File: config.mk
export PLATFORM = sky130hd
export DESIGN_NAME = sdram_req_buffer_flat
export DESIGN_NICKNAME = d
export VERILOG_FILES = /design/src/rtl/sdram_req_buffer_if.sv /design/src/rtl/sdram_req_buffer.sv /design/src/flat_wrapper.sv
export SDC_FILE = /design/constraint.sdc
export NUM_CORES = 1
export LEC_CHECK = 0
export ABC_AREA = 1
export CORE_UTILIZATION = 40
export CTS_CLUSTER_SIZE = 24
export DETAILED_ROUTE_END_ITERATION = 8
export SLEW_MARGIN = 5
export SYNTH_ARGS = -nofsm -noshare
export SYNTH_HDL_FRONTEND = slang
export SYNTH_SLANG_ARGS = --single-unit
export TNS_END_PERCENT = 50
File: constraint.sdc
create_clock -name iclk -period 10.6 [get_ports iclk]
set_clock_uncertainty 0.2 [all_clocks]
set_input_delay 1.06 -clock iclk [delete_from_list [all_inputs] [get_ports iclk]]
set_output_delay 1.06 -clock iclk [all_outputs]
set_load 0.01 [all_outputs]
File: src/rtl/sdram_req_buffer_if.sv
// Interface: sdram_req_buffer_if
// Bundles the client command channel (valid/ready), the read-data return and the
// controller-facing req/ack signals of sdram_req_buffer.
//   slave  : the buffer itself (accepts commands, issues requests)
//   master : the environment (client + controller side)
// Signals:
//   icmd_valid/ocmd_ready/icmd_we/icmd_addr/icmd_wdata : client command handshake
//   ordata_valid/ordata                                : read data return
//   ocount/obusy/oerr                                  : status
//   owrite_req/owrite_address/owrite_data/iwrite_ack   : controller write channel
//   oread_req/oread_address/iread_data/iread_ack       : controller read channel
interface sdram_req_buffer_if #(
    parameter int unsigned DEPTH = 8
) ();
    logic                         icmd_valid;
    logic                         ocmd_ready;
    logic                         icmd_we;
    logic [21:0]                  icmd_addr;
    logic [15:0]                  icmd_wdata;
    logic                         ordata_valid;
    logic [15:0]                  ordata;
    logic [$clog2(DEPTH+1)-1:0]   ocount;
    logic                         obusy;
    logic                         oerr;
    logic                         owrite_req;
    logic [21:0]                  owrite_address;
    logic [15:0]                  owrite_data;
    logic                         iwrite_ack;
    logic                         oread_req;
    logic [21:0]                  oread_address;
    logic [15:0]                  iread_data;
    logic                         iread_ack;

    modport slave (
        input  icmd_valid, icmd_we, icmd_addr, icmd_wdata,
        input  iwrite_ack, iread_data, iread_ack,
        output ocmd_ready, ordata_valid, ordata, ocount, obusy, oerr,
        output owrite_req, owrite_address, owrite_data,
        output oread_req, oread_address
    );

    modport master (
        output icmd_valid, icmd_we, icmd_addr, icmd_wdata,
        output iwrite_ack, iread_data, iread_ack,
        input  ocmd_ready, ordata_valid, ordata, ocount, obusy, oerr,
        input  owrite_req, owrite_address, owrite_data,
        input  oread_req, oread_address
    );
endinterface

File: src/rtl/sdram_req_buffer.sv
// Module: sdram_req_buffer
// In-order command queue in front of sdram_controller. Client write/read commands
// are accepted over valid/ready into a DEPTH-entry FIFO and issued one at a time on
// the controller's req/ack interface; req, address and data stay stable until ack.
// Read data is returned with a one-cycle ordata_valid pulse. A watchdog drops a
// request that is not acked within TIMEOUT cycles and sets the sticky oerr flag.
// Ports:
//   iclk      : clock
//   ireset_n  : asynchronous active-low reset
//   bus       : sdram_req_buffer_if.slave (client channel, status, controller channel)
module sdram_req_buffer #(
    parameter int unsigned DEPTH   = 8,
    parameter int unsigned TIMEOUT = 1024
) (
    input  logic              iclk,
    input  logic              ireset_n,
    sdram_req_buffer_if.slave bus
);
    localparam int unsigned PW = (DEPTH > 1) ? $clog2(DEPTH) : 1;
    localparam int unsigned CW = $clog2(DEPTH + 1);
    localparam int unsigned WW = $clog2(TIMEOUT + 1);
    localparam int unsigned EW = 1 + 22 + 16;

    typedef enum logic [1:0] {S_IDLE, S_WRITE, S_READ} state_e;

    // FIFO entry layout: {we, addr[21:0], wdata[15:0]}
    logic [EW-1:0] mem [DEPTH];
    logic [PW-1:0] wr_ptr_q, rd_ptr_q;
    logic [CW-1:0] count_q;
    logic          ready_en_q;

    state_e        state_q;
    logic [WW-1:0] wd_q;
    logic          wreq_q, rreq_q, rvalid_q, err_q;
    logic [21:0]   waddr_q, raddr_q;
    logic [15:0]   wdata_q, rdata_q;

    logic          ready;
    logic          push, pop;
    logic [EW-1:0] head;

    // ready_en_q keeps ocmd_ready low until the first edge after reset release
    assign ready = ready_en_q & (count_q != CW'(DEPTH));
    assign push  = bus.icmd_valid & ready;
    assign pop   = (state_q == S_IDLE) & (count_q != '0);
    assign head  = mem[rd_ptr_q];

    // Storage carries no reset; validity is tracked by the pointers and count.
    always_ff @(posedge iclk) begin
        if (push) begin
            mem[wr_ptr_q] <= {bus.icmd_we, bus.icmd_addr, bus.icmd_wdata};
        end
    end

    always_ff @(posedge iclk or negedge ireset_n) begin
        if (!ireset_n) begin
            ready_en_q <= 1'b0;
            wr_ptr_q   <= '0;
            rd_ptr_q   <= '0;
            count_q    <= '0;
            state_q    <= S_IDLE;
            wd_q       <= '0;
            wreq_q     <= 1'b0;
            rreq_q     <= 1'b0;
            rvalid_q   <= 1'b0;
            err_q      <= 1'b0;
            waddr_q    <= '0;
            raddr_q    <= '0;
            wdata_q    <= '0;
            rdata_q    <= '0;
        end else begin
            ready_en_q <= 1'b1;
            rvalid_q   <= 1'b0;

            if (push) begin
                wr_ptr_q <= wr_ptr_q + PW'(1);
            end
            if (pop) begin
                rd_ptr_q <= rd_ptr_q + PW'(1);
            end
            unique case ({push, pop})
                2'b10:   count_q <= count_q + CW'(1);
                2'b01:   count_q <= count_q - CW'(1);
                default: ;
            endcase

            unique case (state_q)
                S_IDLE: begin
                    if (pop) begin
                        wd_q <= '0;
                        if (head[EW-1]) begin
                            state_q <= S_WRITE;
                            wreq_q  <= 1'b1;
                            waddr_q <= head[37:16];
                            wdata_q <= head[15:0];
                        end else begin
                            state_q <= S_READ;
                            rreq_q  <= 1'b1;
                            raddr_q <= head[37:16];
                        end
                    end
                end
                S_WRITE: begin
                    // Clearing req on the ack edge keeps the controller from seeing a stale req.
                    if (bus.iwrite_ack) begin
                        wreq_q  <= 1'b0;
                        state_q <= S_IDLE;
                    end else if (wd_q == WW'(TIMEOUT - 1)) begin
                        wreq_q  <= 1'b0;
                        err_q   <= 1'b1;
                        state_q <= S_IDLE;
                    end else begin
                        wd_q <= wd_q + WW'(1);
                    end
                end
                S_READ: begin
                    if (bus.iread_ack) begin
                        rreq_q   <= 1'b0;
                        rdata_q  <= bus.iread_data;
                        rvalid_q <= 1'b1;
                        state_q  <= S_IDLE;
                    end else if (wd_q == WW'(TIMEOUT - 1)) begin
                        // Timed-out read is discarded: no data, no valid pulse.
                        rreq_q  <= 1'b0;
                        err_q   <= 1'b1;
                        state_q <= S_IDLE;
                    end else begin
                        wd_q <= wd_q + WW'(1);
                    end
                end
                default: state_q <= S_IDLE;
            endcase
        end
    end

    assign bus.ocmd_ready     = ready;
    assign bus.ocount         = count_q;
    assign bus.obusy          = (state_q != S_IDLE) | (count_q != '0);
    assign bus.oerr           = err_q;
    assign bus.ordata_valid   = rvalid_q;
    assign bus.ordata         = rdata_q;
    assign bus.owrite_req     = wreq_q;
    assign bus.owrite_address = waddr_q;
    assign bus.owrite_data    = wdata_q;
    assign bus.oread_req      = rreq_q;
    assign bus.oread_address  = raddr_q;
endmodule

File: src/flat_wrapper.sv
// flat-port wrapper written by rule: the top's interface ports become plain ports
module sdram_req_buffer_flat 
#(
    parameter int unsigned DEPTH   = 8,
    parameter int unsigned TIMEOUT = 1024
)
  (iclk, ireset_n, bus_icmd_valid, bus_icmd_we, bus_icmd_addr, bus_icmd_wdata, bus_iwrite_ack, bus_iread_data, bus_iread_ack, bus_ocmd_ready, bus_ordata_valid, bus_ordata, bus_ocount, bus_obusy, bus_oerr, bus_owrite_req, bus_owrite_address, bus_owrite_data, bus_oread_req, bus_oread_address);
  sdram_req_buffer_if #(.DEPTH(DEPTH)) bus_i ();
  input  logic iclk;
  input  logic ireset_n;
  input wire logic [$bits(bus_i.icmd_valid)-1:0] bus_icmd_valid;
  input wire logic [$bits(bus_i.icmd_we)-1:0] bus_icmd_we;
  input wire logic [$bits(bus_i.icmd_addr)-1:0] bus_icmd_addr;
  input wire logic [$bits(bus_i.icmd_wdata)-1:0] bus_icmd_wdata;
  input wire logic [$bits(bus_i.iwrite_ack)-1:0] bus_iwrite_ack;
  input wire logic [$bits(bus_i.iread_data)-1:0] bus_iread_data;
  input wire logic [$bits(bus_i.iread_ack)-1:0] bus_iread_ack;
  output wire logic [$bits(bus_i.ocmd_ready)-1:0] bus_ocmd_ready;
  output wire logic [$bits(bus_i.ordata_valid)-1:0] bus_ordata_valid;
  output wire logic [$bits(bus_i.ordata)-1:0] bus_ordata;
  output wire logic [$bits(bus_i.ocount)-1:0] bus_ocount;
  output wire logic [$bits(bus_i.obusy)-1:0] bus_obusy;
  output wire logic [$bits(bus_i.oerr)-1:0] bus_oerr;
  output wire logic [$bits(bus_i.owrite_req)-1:0] bus_owrite_req;
  output wire logic [$bits(bus_i.owrite_address)-1:0] bus_owrite_address;
  output wire logic [$bits(bus_i.owrite_data)-1:0] bus_owrite_data;
  output wire logic [$bits(bus_i.oread_req)-1:0] bus_oread_req;
  output wire logic [$bits(bus_i.oread_address)-1:0] bus_oread_address;
  assign bus_i.icmd_valid = bus_icmd_valid;
  assign bus_i.icmd_we = bus_icmd_we;
  assign bus_i.icmd_addr = bus_icmd_addr;
  assign bus_i.icmd_wdata = bus_icmd_wdata;
  assign bus_i.iwrite_ack = bus_iwrite_ack;
  assign bus_i.iread_data = bus_iread_data;
  assign bus_i.iread_ack = bus_iread_ack;
  assign bus_ocmd_ready = bus_i.ocmd_ready;
  assign bus_ordata_valid = bus_i.ordata_valid;
  assign bus_ordata = bus_i.ordata;
  assign bus_ocount = bus_i.ocount;
  assign bus_obusy = bus_i.obusy;
  assign bus_oerr = bus_i.oerr;
  assign bus_owrite_req = bus_i.owrite_req;
  assign bus_owrite_address = bus_i.owrite_address;
  assign bus_owrite_data = bus_i.owrite_data;
  assign bus_oread_req = bus_i.oread_req;
  assign bus_oread_address = bus_i.oread_address;
  sdram_req_buffer #(.DEPTH(DEPTH), .TIMEOUT(TIMEOUT)) u_core (.iclk(iclk), .ireset_n(ireset_n), .bus(bus_i));
endmodule
Word level (Yosys, flattened, before mapping):

Memory sizes are Yosys's and may differ from the RTL's.
Cells that the tools add are included.

* bits in registers: 104
* bits in latches: 0
* bits in writable memories: 312
* ROM bits: 0
* input bits: 60
* output and inout bits: 86
* logic and storage cells: 82
* memories: 1

* add/sub/neg operators: 5
* $mul: 0
* div/mod/pow operators: 0
* $lt $le $gt $ge: 0
* equality and inequality tests: 13
* shifts and indexed selects: 0
* multiplexer cells: 29
* bitwise operators: 5
* reduce and logical (&&, ||, !) cells: 15

Memories
* u_core.mem: depth 8, bits a word 39, rd ports 1, clocked after Yosys merged registers in 0, write ports 1, line sdram_req_buffer.sv:27 `logic [EW-1:0] mem [DEPTH];`

Operators by type and width (count)
* 2-to-1 mux 11 bit: 4
* case mux 11 bit (3 select lines): 1
* 2-to-1 mux 1 bit: 14
* AND reduction 4 bit: 3
* adder 11 x 1 -> 11 bit (second input constant): 1
* equality test 11 x 10 -> 1 bit (second input constant): 1
* 2-to-1 mux 2 bit: 5
* nonzero test 2 bit: 5
* AND reduction 3 bit: 3
* case mux 4 bit (2 select lines): 1
* adder 3 x 1 -> 3 bit (second input constant): 2
* inequality test 2 bit (second input constant): 3
* inequality test 3 x 2 -> 1 bit (second input constant): 2
* case mux 1 bit (2 select lines): 3
* case mux 2 bit (3 select lines): 1
* adder 4 x 1 -> 4 bit (second input constant): 1
* equality test 2 x 1 -> 1 bit (second input constant): 2
* equality test 2 bit (second input constant): 2
* inequality test 2 x 1 -> 1 bit (second input constant): 2
* inequality test 4 bit (second input constant): 1
* nonzero test 4 bit: 1
* subtractor 4 x 1 -> 4 bit (second input constant): 1
* bitwise AND 1 bit: 3
* nonzero test 3 bit: 1
* other kinds (4): 4

Depth between registers and ports, before layout:

* word-level depth: 5
* depth in mapped cells: 12
* gate-level depth less buffers: 12

Worst setup path after synthesis:

OpenSTA, ideal clock, no wires.

* path kind: input port to flip-flop
* start point: input bus_icmd_valid
* end point: memory u_core.mem[0][0] (netlist name) (enable)
* setup time: 0.435 ns
* data arrival time: 3.232 ns
* data required time: 9.965 ns
* setup slack: 6.733 ns
* cell stages on the path: 3
* buffers on the path: 0
* cell sequence: nand3_1 or2_2 nor2_1

* word-level cells in the longest chain between the ends: 3

RTL lines
* start, declared: line flat_wrapper.sv:11 `input wire logic [$bits(bus_i.icmd_valid)-1:0] bus_icmd_valid;`
* bitwise AND 1 bit: line sdram_req_buffer.sv:44 `assign push = bus.icmd_valid & ready;`
* 2-to-1 mux 1 bit: line sdram_req_buffer.sv:50 `if (push) begin`
* 2-to-1 mux 1 bit (not written as such): line sdram_req_buffer.sv:51 `mem[wr_ptr_q] <= {bus.icmd_we, bus.icmd_addr, bus.icmd_wdata};`
* end, declared: line sdram_req_buffer.sv:27

Every way passes these cells.

Worst setup path after layout:

* start point: register u_core.rd_ptr_q[1]
* end point: register u_core.wdata_q[13], in the netlist u_core.bus.owrite_data[13]

* word-level cells in the longest chain between the ends: 2

RTL lines
* start, declared: line sdram_req_buffer.sv:28 `logic [PW-1:0] wr_ptr_q, rd_ptr_q;`
* start signal, assigned: line sdram_req_buffer.sv:79 `rd_ptr_q <= rd_ptr_q + PW'(1);`
* memory read (8 x 39 bit) (*)
* AND reduction 3 bit (no source line)
* end signal, assigned: line sdram_req_buffer.sv:95 `wdata_q <= head[15:0];`
* end, declared: line sdram_req_buffer.sv:36 `logic [15:0] wdata_q, rdata_q;`

Every way passes the cells marked *; elsewhere a longest branch is shown, timed or not.
A chain may end at the register's enable or synchronous reset.

==> impl_results.md <==
* Status: complete, no violations
* CTS Buf Count at between 40 and 50
* Power Density at roughly 290 nW/um^2
* Met1 WL at about 16000 um
* Sequential share of the synthesized area at 0.721
* Area Overhead vs Synth at 19.6%
* Detailed Routing Iterations Pass 1 at 5
* Hold slack at ~270 ps
* Post-synthesis register bit count at 416
* Routed Antenna Nets at 0
* Synth area leaders: edfxtp_1 (56%), dfrtp_1 (16%), nand2_1 (6.4%), nor2_1 (5.9%), o21ai_0 (5.6%)
* Post-CTS Setup Repair Bufs at 0
* Layout cell share with drive strength beyond 1 at 0.0680
* Worst min-delay path class: reg2reg
* Total power at 5.67 mW
* Post-layout instance area at just under 20000 um^2
* Pre-CTS setup slack at about 6600 ps
* Die H at about 210 um
* Io pins at 146
* Worst Setup Path Type: reg2reg
* Max Root-Sink Buffers at 3
* Via density at 5.04
* Iteration-0 DRC Markers at around 850
* Clk root buf: clkbuf_16
* CP delay by family, top: buffers and inverters
* All-Layer GR Usage at 0.177
* Die Area at approximately 42000 um^2
* Vias in the first global route at 10700
* Worst vdd ir at 163 uV
* Max Cap Viol at 0
* Crit-path max FO at between 70 and 80
* Hpwl dp at ~21000 um
* Initial antenna violation count at 0
* Tightest Pin Transition at between 1000 and 1500 ps
* Max Fclk at between 200 and 300 MHz
* Final GP Congestion at between 0.7 and 0.8
* Mapped cell area at about 17000 um^2
* Syn Area/Cell at roughly 12 um^2
* Post-Syn Instances at approximately 1400
* CP startpoint kind: flop
* Post-synth EDFFs at ~310
* Post-synthesis cell type count at 36
* RSZ-0062 raised after global routing: no
* Post_cts resized at 0
* Post-route clock period utilization at 0.370
* Final Hold Vio Count at 0
* Async S/R FF share, synth at 0.250
* Slowest-stage cell, CP: buf_4
* First-pass GRT wire length at 58300 um
* Residual DRC count at 0
* Clk_lat worst skew at 540 ps
* Hold Buf Count CTS at 0
* Antenna fix cells at 0
* IO Port Bufs at 145
* Largest net degree at the start of global routing at around 100
* Kind of end point of the critical path: flop
* Cell row count at 74
* Post-route worst setup slack at ~6700 ps
* Initial Utilization at 0.406
* DP Area at around 18000 um^2
* Crit path cell chain: buf_4 > inv_2 > buf_4 > nand3_1 > nand3_2 > nand3_4 > inv_2 > nand2_1 > nand2_1
* Worst Path Arrival at between 4000 and 5000 ps
* Final setup viols at 0
* Metal3 WL at ~2100 um
* Leak at between 7 and 8 nW
* TritonCTS clock tree: done
* Via count at between 10000 and 15000
* Fin nets at approximately 1600
* Most used DFF post-synth: edfxtp_1
* Fin. max-slew vios at 0
* Slew headroom at 0.289
* Synth area leader: edfxtp_1
* Synth top area share at 0.565
* Syn_nets at 1494
* Setup TNS at 0 ps
* DR WL met2 at ~18000 um
* Grt total ovfl at 0
* Max Used Layer: met4
* Clock Sinks at about 420
* Core area at a little over 40000 um^2
* Yosys warning total at 0
* Final min period at between 3000 and 4000 ps
* H-tree depth at 2
* Clock transition at path regs at around 60 ps
* Die W at between 200 and 250 um
* Routed WL per cell at between 15 and 20 um
* Final WL at around 37000 um
* Critical Path Max Stage Delay at between 600 and 700 ps
* Most common cell after layout, fill and taps aside: edfxtp_1
* Most frequent cells in the layout: edfxtp_1 (312), nand2_1 (284), nor2_1 (254)
* Worst path bufs/invs at 4
* WP data required at ~11000 ps
==> Yosys cell counts, types with 2 or more instances <==
| library cell | number |
|---|---|
| buf_4 | 5 |
| xor2_1 | 8 |
| nand3_1 | 63 |
| nand4_1 | 3 |
| nor3_1 | 2 |
| edfxtp_1 | 312 |
| o21ai_1 | 16 |
| buf_1 | 2 |
| nand2_1 | 284 |
| inv_2 | 3 |
| a21oi_1 | 5 |
| o21ai_0 | 187 |
| inv_1 | 34 |
| nand3_4 | 2 |
| dfrtp_1 | 104 |
| nor2_1 | 262 |
| ha_1 | 9 |
| o21bai_1 | 2 |
| buf_2 | 25 |
| clkbuf_1 | 29 |
| nand2_2 | 2 |
| o22ai_1 | 34 |
| o21ai_2 | 5 |
| nand3_2 | 4 |
| buf_6 | 12 |
==> flip-flops by register name, indices dropped and copies added (netlist names) <==
register,flops
u_core.bus.ocount,4
u_core.bus.oerr,1
u_core.bus.ordata,16
u_core.bus.ordata_valid,1
u_core.bus.oread_address,22
u_core.bus.oread_req,1
u_core.bus.owrite_address,22
u_core.bus.owrite_data,16
u_core.bus.owrite_req,1
u_core.mem,312
u_core.rd_ptr_q,3
u_core.ready_en_q,1
u_core.state_q,2
u_core.wd_q,11
u_core.wr_ptr_q,3
==> per-layer routing <==
| metal | global-route usage | up-vias |
|---|---|---|
| li1 | - | 5172 |
| met1 | 0.232 | 5206 |
| met2 | 0.306 | 267 |
| met3 | 0.0295 | 46 |
| met4 | 0.0405 | 0 |
| met5 | 0 | - |
==> logic make-up after synthesis <==
family	after synthesis	share of synthesized area
AOI/OAI and AO/OA	253	0.0817
buffers and inverters	111	0.0336
other	1	0.000226
adders and majority gates	9	0.00679
xor gates and xnor gates	9	0.00475
and+or+nand+nor	626	0.152
DFF	416	0.721
==> worst paths after layout <==
path,start,end,slack (ps),cells past startpoint
hold / removal,u_core.bus.oerr,u_core.bus.oerr,270,1
setup reg to reg,u_core.rd_ptr_q[1],u_core.bus.owrite_data[13],6680,9
hold reg to reg,u_core.bus.oerr,u_core.bus.oerr,270,1
min in group asynchronous,ireset_n,u_core.wd_q[5],280,1
max in group asynchronous,ireset_n,u_core.rd_ptr_q[0],8520,2
setup / recovery,u_core.rd_ptr_q[1],u_core.bus.owrite_data[13],6680,9
==> power by group <==
part,switching (mW),internal [mW]
Sequential,0.188,2.03
Clock,0.605,0.872
Combinational,1.24,0.728
==> layout make-up <==
cell class                      count  area [um^2]
Clock inverter                     23          219
Fill cell                        3625        21000
Tap cell                          532          666
Multi-Input combinational cell    898         4130
Sequential cell                   416        12000
Inverter                           38          145
Timing Repair Buffer              158         1550
Clock buffer                       55         1160
==> metrics by stage <==
step                std cells   util
global placement         2042  0.452
detailed placement       2042  0.452
floorplan                1425      -
global route             2120  0.486
CTS                      2120  0.486
finish                   2120  0.486
No activity file was read; power rests on OpenSTA's default activity.
==> patch 1, RTL diff (config.mk and constraints unchanged) <==
`TIMEOUT` is set to 1024 in 2 places; all go to 512.
--- a/src/rtl/sdram_req_buffer.sv
+++ b/src/rtl/sdram_req_buffer.sv
@@ -11,5 +11,5 @@
 module sdram_req_buffer #(
     parameter int unsigned DEPTH   = 8,
-    parameter int unsigned TIMEOUT = 1024
+    parameter int unsigned TIMEOUT = 512
 ) (
     input  logic              iclk,
--- a/src/flat_wrapper.sv
+++ b/src/flat_wrapper.sv
@@ -3,5 +3,5 @@
 #(
     parameter int unsigned DEPTH   = 8,
-    parameter int unsigned TIMEOUT = 1024
+    parameter int unsigned TIMEOUT = 512
 )
   (iclk, ireset_n, bus_icmd_valid, bus_icmd_we, bus_icmd_addr, bus_icmd_wdata, bus_iwrite_ack, bus_iread_data, bus_iread_ack, bus_ocmd_ready, bus_ordata_valid, bus_ordata, bus_ocount, bus_obusy, bus_oerr, bus_owrite_req, bus_owrite_address, bus_owrite_data, bus_oread_req, bus_oread_address);
Check against the original RTL: same outputs for any inputs over 4 cycles, from zero or initial values and one cycle with ireset_n low; that may be too few to reach the edited logic, so the function may still have changed.
==> patch 1 against the original RTL <==
Worst hold slack better by 8.1 ps; area after synthesis down 0.50%; design area down 0.39%; sequential share of layout area up 0.11 points; power about the same; setup slack better by 530 ps; sequential cell count down 1; utilization down 0.080 points; routed wire length about the same; die area down 0.50%; critical path type is now reg -> out.
==> patch 1: results (changes against the original RTL) <==
Outcome
Result of the run: complete, no violations (unchanged).

Worst setup path
The dominant delay contributor by cell family on the critical path is buffers and inverters (unchanged). The highest fanout seen on the critical path is 6 (was 78). The delay contributed by the slowest stage of the critical path came to 560 ps (was 610 ps). The data arrival time of the worst path is 2130 ps (was 4200 ps). The cell at the slowest stage of the critical path is clkdlybuf4s50_1 (was buf_4).

Yosys
The net count after synthesis came to 1494 (unchanged). Most area-consuming cells after synthesis: edfxtp_1 (57%), dfrtp_1 (16%), nand2_1 (6.4%), nor2_1 (5.9%), o21ai_0 (5.1%) (was edfxtp_1 (56%), dfrtp_1 (16%), nand2_1 (6.4%), nor2_1 (5.9%), o21ai_0 (5.6%)). Synth cell count leaders: edfxtp_1 (312), nand2_1 (280), nor2_1 (259) (was edfxtp_1 (312), nand2_1 (284), nor2_1 (262)).

The number of synthesized flops with an enable pin is 312 (unchanged). The number of library cell types mapped by synthesis is 32 (was 36). The gate count after technology mapping came to 1425 (unchanged). The warning count from the yosys run was 0 (unchanged).

The commonest register cell after synthesis is edfxtp_1 (unchanged). The share of async-settable or async-resettable flops after synthesis is 0.248 (was 0.250). The sequential area share after synthesis is 0.724 (was 0.721).

Placed design
The number of buffers added on ports came to 145 (unchanged). The half-perimeter wire length after placement is 19.8 mm (was 20.5 mm). The instance count after placement with tap cells included came to 2043 (was 2042). The final weighted congestion in routability-driven placement is 0.711 (was 0.792).

Timing
The max-slew headroom at the worst pin is 0.326 (was 0.289).

Detailed routing
The routed via count divided by cell count is 5.05 (was 5.04). The number of detailed-route iterations in the first pass was 4 (was 5). The aggregate routed wire length is 36.8 mm (about the same). The average detailed-routed wire length per instance is 17.4 um (about the same). The iteration-0 DRC count of the detailed router is 700 (was 849).

Clocking
The deepest clock path buffer count came to 3 (unchanged). The clock-pin slew on the worst setup and hold paths is 60 ps (about the same). The count of buffers added by post-CTS timing repair for setup came to 0 (unchanged). The clock latency on the worst-skew pair is 530 ps. The clock tree root buffer cell is clkbuf_16 (unchanged). The hold buffer count at CTS is 0 (unchanged). The number of H-tree levels is 2 (unchanged). The number of instances resized during post-cts repair was 0 (unchanged).

The TritonCTS buffer count is 42 (was 43).

Cells and area
The most flop-heavy register is u_core.mem (unchanged). The final net count is 1624 (unchanged). The share of cells above drive strength 1 is 0.0623 (was 0.0680). The number of flip-flops under the largest register name is 312 (unchanged). The number of diodes was 0 (unchanged). The fill cell instance count of the final layout came to 3625 (unchanged).

Power
The largest voltage drop on the vdd net is 175 uV (was 163 uV). The internal portion of total power is 0.00365 W (was 0.00363 W). The leakage power of the design is 7.38 nW (was 7.41 nW).

Global route
The via count of the first global-routing pass is 10500 (was 10700). The wire length of the first global-routing pass is 57.6 mm (was 58.3 mm). The largest net degree at the start of global routing came to 91 (was 102). The number of antenna violations at the first check in global routing is 1 (was 0). The global-route usage over all layers is 0.177 (about the same).

Min path
The class of the worst hold path is reg -> reg (unchanged).
-- patch 1: changes by cell type after synthesis, sizes merged, moves of 3 or more --
cell / change
a21oi: +3
nor3: -3
nand3: +3
nand3b: +4
o21ai: +3
nor2: -3
buf: +3
nand2: -5
xor2: -3
-- patch 1: area by class of cell --
cell class                      instances  area (sq um)  share of cell area
Tap cell                              532           666              0.0337
Clock inverter                         19           215              0.0109
Multi-Input combinational cell        897          4070               0.206
Sequential cell                       415         12000               0.605
Clock buffer                           58          1150              0.0583
Timing Repair Buffer                  160          1560              0.0790
Inverter                               39           149             0.00753
-- patch 1: per-stage QoR --
step           power (W)  instance area [sq um]  setup WS, ps
6_report         0.00567                  19800          7210
5_1_grt          0.00607                  19800          6930
4_1_cts          0.00575                  19800          7180
3_5_place_dp     0.00427                  18400          6790
3_3_place_gp     0.00423                  18400          6820
2_1_floorplan    0.00353                  16500          6730
-- patch 1: cell families (layout without fill, tap and decap cells) --
family / after synthesis / in the layout / share of synthesized area
flip-flops: 415 / 415 / 0.724
AO/OA/AOI/OAI: 258 / 258 / 0.0824
buffers and inverters: 113 / 276 / 0.0337
AND/OR/NAND/NOR: 623 / 623 / 0.150
other: 1 / 1 / 0.000227
adder cells (fa/ha/maj): 9 / 9 / 0.00682
XOR/XNOR: 6 / 6 / 0.00318
-- patch 1: path summary, 6_finish.rpt --
kind,from,endpoint,cells past startpoint,slack (ps)
max in group asynchronous,ireset_n,u_core.rd_ptr_q[0],2,8580
max reg2reg,u_core.rd_ptr_q[0],u_core.bus.oread_address[21],8,7230
max,u_core.state_q[0],bus_obusy,4,7210
min,u_core.bus.ordata[12],u_core.bus.ordata[12],2,280
min in group asynchronous,ireset_n,u_core.bus.oread_address[7],1,290
min reg2reg,u_core.bus.ordata[12],u_core.bus.ordata[12],2,280
-- patch 1: power groups by stage --
stage | logic [W] | clock network, W | registers, W
final | 0.00202 | 0.00147 | 0.00219
after global placement | 0.00201 | 0 | 0.00222
after floorplan | 0.00129 | 0 | 0.00224
after global routing | 0.00229 | 0.00156 | 0.00222
after detailed placement | 0.00205 | 0 | 0.00222
after CTS | 0.00205 | 0.00150 | 0.00219
-- patch 1: worst register-to-register path: stages, from the launching register on --
cell	delay, ps
dfrtp_4	740
inv_4	690
buf_4	810
o21ai_0	180
o22ai_1	160
nand2_1	80
nand2_1	190
nor2_1	110
nor2_1	140
-- patch 1: metal layers --
metal	wire, um	GRT usage	vias to the layer above	share of wire
met5	12	0	-	0.00033
met4	832	0.0537	2	0.023
met3	1900	0.0280	62	0.052
met2	17600	0.298	262	0.48
met1	16500	0.236	5205	0.45
li1	-	-	5179	-
==> patch 2, RTL diff (same settings) <==
Made on the original files. The 3 states of `state_e` get a one-hot encoding in 3 bits.
--- a/src/rtl/sdram_req_buffer.sv
+++ b/src/rtl/sdram_req_buffer.sv
@@ -22,5 +22,5 @@
     localparam int unsigned EW = 1 + 22 + 16;
 
-    typedef enum logic [1:0] {S_IDLE, S_WRITE, S_READ} state_e;
+    typedef enum logic [2:0] {S_IDLE = 3'b001, S_WRITE = 3'b010, S_READ = 3'b100} state_e;
 
     // FIFO entry layout: {we, addr[21:0], wdata[15:0]}
Check against the original RTL: no difference found for any inputs over 4 cycles, from zero or initial values and one cycle with ireset_n low; so few cycles prove little.
==> patch 2 against the original RTL <==
Sequential cell count is 1 higher; area after synthesis is 2.5% higher; combinational power is 4% higher; highest routed layer is now met5; fmax is 12% higher; design area is 2.0% higher; largest power group unchanged; power is 0.66% lower; routed wire length is 5.5% higher; setup slack better by 420 ps; critical path depth is 1 lower.
==> patch 2: results (changes against the original RTL) <==
Clocking
The number of H-tree levels was 2 (unchanged). The count of buffers added by post-CTS timing repair for setup is 0 (unchanged). The clock-pin slew on the worst setup and hold paths is 60 ps (about the same). The clock latency on the worst-skew pair is 540 ps (about the same). The TritonCTS buffer count is 43 (unchanged). The number of instances resized during post-cts repair is 0 (unchanged). The deepest clock path buffer count is 3 (unchanged). The clock tree root buffer cell is clkbuf_16 (unchanged).

Cells and area
The number of standard cells in the layout, taps in and fillers out came to 2286 (was 2120). The most flop-heavy register is u_core.mem (unchanged). The number of flip-flops under the largest register name is 312 (unchanged). The share of cells above drive strength 1 is 0.0567 (was 0.0680).

The number of diodes is 0 (unchanged). The final net count was 1783 (was 1624).

Timing
The number of failing setup endpoints in the final timing report came to 0 (unchanged). The total count of hold-check failures in the final report is 0 (unchanged). The worst-margin pin slew is 1020 ps (was 1070 ps).

Power
The leakage power of the design came to 8.03 nW (was 7.41 nW). The fraction of power spent switching nets is 0.370 (was 0.359). The largest voltage drop on the vdd net was 127 uV (was 163 uV).

Yosys
The share of async-settable or async-resettable flops after synthesis is 0.252 (was 0.250). Synth cell count leaders: nand2_1 (444), nor2_1 (313), edfxtp_1 (312) (was edfxtp_1 (312), nand2_1 (284), nor2_1 (262)). The warning count from the yosys run is 0 (unchanged).

Most area-consuming cells after synthesis: edfxtp_1 (55%), dfrtp_1 (15%), nand2_1 (9.8%), nor2_1 (6.9%), o21ai_0 (4.1%) (was edfxtp_1 (56%), dfrtp_1 (16%), nand2_1 (6.4%), nor2_1 (5.9%), o21ai_0 (5.6%)). The sequential area share after synthesis was 0.706 (was 0.721). The net count after synthesis is 1657 (was 1494). The average instance area after synthesis is 10.7 sq um (was 11.6 sq um). The number of library cell types mapped by synthesis came to 32 (was 36).

The most frequent cell after synthesis was nand2_1 (was edfxtp_1). The number of synthesized flops with an enable pin came to 312 (unchanged).

Placed design
The instance count after placement with tap cells included is 2211 (was 2042). The worst slack at placement is 7100 ps (was 6600 ps). The half-perimeter wire length after placement came to 22.4 mm (was 20.5 mm). The number of buffers added on ports is 145 (unchanged). The final weighted congestion in routability-driven placement came to 0.780 (was 0.792).

Worst setup path
The highest fanout seen on the critical path came to 85 (was 78). The delay contributed by the slowest stage of the critical path is 750 ps (was 610 ps). The cell at the slowest stage of the critical path was buf_4 (unchanged).

The data arrival time of the worst path is 3730 ps (was 4200 ps).

Outcome
Result of the run: complete, no violations (unchanged).

Global route
The largest net degree at the start of global routing was 86 (was 102). The number of antenna violations at the first check in global routing is 2 (was 0). The global-route usage over all layers was 0.181 (was 0.177). The wire length of the first global-routing pass is 61.8 mm (was 58.3 mm).

Detailed routing
The total number of vias is 11400 (was 10700). The number of detailed-route iterations in the first pass came to 5 (unchanged). The average detailed-routed wire length per instance came to 17.0 um (was 17.4 um). The iteration-0 DRC count of the detailed router is 932 (was 849).

Min path
The class of the worst hold path is in -> async (was reg -> reg).

Flow run
The max-capacitance violation count is 0 (unchanged).
patch 2: final timing paths:
kind                                    startpoint                      endpoint  slack (ps)  cells past startpoint
worst max-delay path            u_core.rd_ptr_q[0]  u_core.bus.oread_address[20]        7100                      8
worst min-delay path                      ireset_n  u_core.bus.owrite_address[5]         250                      1
worst max register to register  u_core.rd_ptr_q[0]  u_core.bus.oread_address[20]        7100                      8
worst min register to register     u_core.bus.oerr               u_core.bus.oerr         270                      1
max in group asynchronous                 ireset_n            u_core.rd_ptr_q[1]        8520                      2
min in group iclk                  u_core.bus.oerr               u_core.bus.oerr         270                      1
patch 2: cell type report:
type                       count  area (sq um)
sequential                   417         12000
clock inverter                22           179
inverter                      47           180
fill                        3823         21700
tap                          539           674
clock buffer                  53          1130
timing repair buffer         163          1580
multi-input combinational   1045          4480
patch 2: power by group through the flow:
| stage | clock, W | sequential [W] | combinational, W |
|---|---|---|---|
| 2_1_floorplan | 0 | 0.00222 | 0.00127 |
| 3_3_place_gp | 0 | 0.00219 | 0.00203 |
| 5_1_grt | 0.00151 | 0.00219 | 0.00230 |
| 6_report | 0.00142 | 0.00217 | 0.00204 |
| 4_1_cts | 0.00145 | 0.00217 | 0.00207 |
| 3_5_place_dp | 0 | 0.00220 | 0.00206 |
patch 2: cell families (layout without fill, tap and decap cells):
family	after synthesis	count (layout)	share of synthesized area
AO/OA/AOI/OAI	179	179	0.0533
XOR/XNOR	10	10	0.00515
adder cells (fa/ha/maj)	6	6	0.00441
buffers and inverters	129	285	0.0350
flip-flops	417	417	0.706
other	1	1	0.000221
AND/OR/NAND/NOR	849	849	0.196
patch 2: worst max-delay path, delay by kind of cell, from the launching register on:
kind	cells	cell delay (ps)
buf+inv	1	750
simple gates	7	1670
flops	1	730
patch 2: layer usage:
| metal | up-vias | track usage | wire [um] |
|---|---|---|---|
| li1 | 5549 | - | - |
| met1 | 5465 | 0.253 | 18200 |
| met2 | 290 | 0.295 | 17800 |
| met3 | 54 | 0.0311 | 2180 |
| met4 | 4 | 0.0434 | 616 |
| met5 | - | 0 | 34 |
patch 2: through the flow:
step	hold slack, ps	area [sq um]
floorplan	275	17000
global placement	262	18900
detailed placement	264	18900
CTS	254	20200
global route	278	20200
finish	253	20200
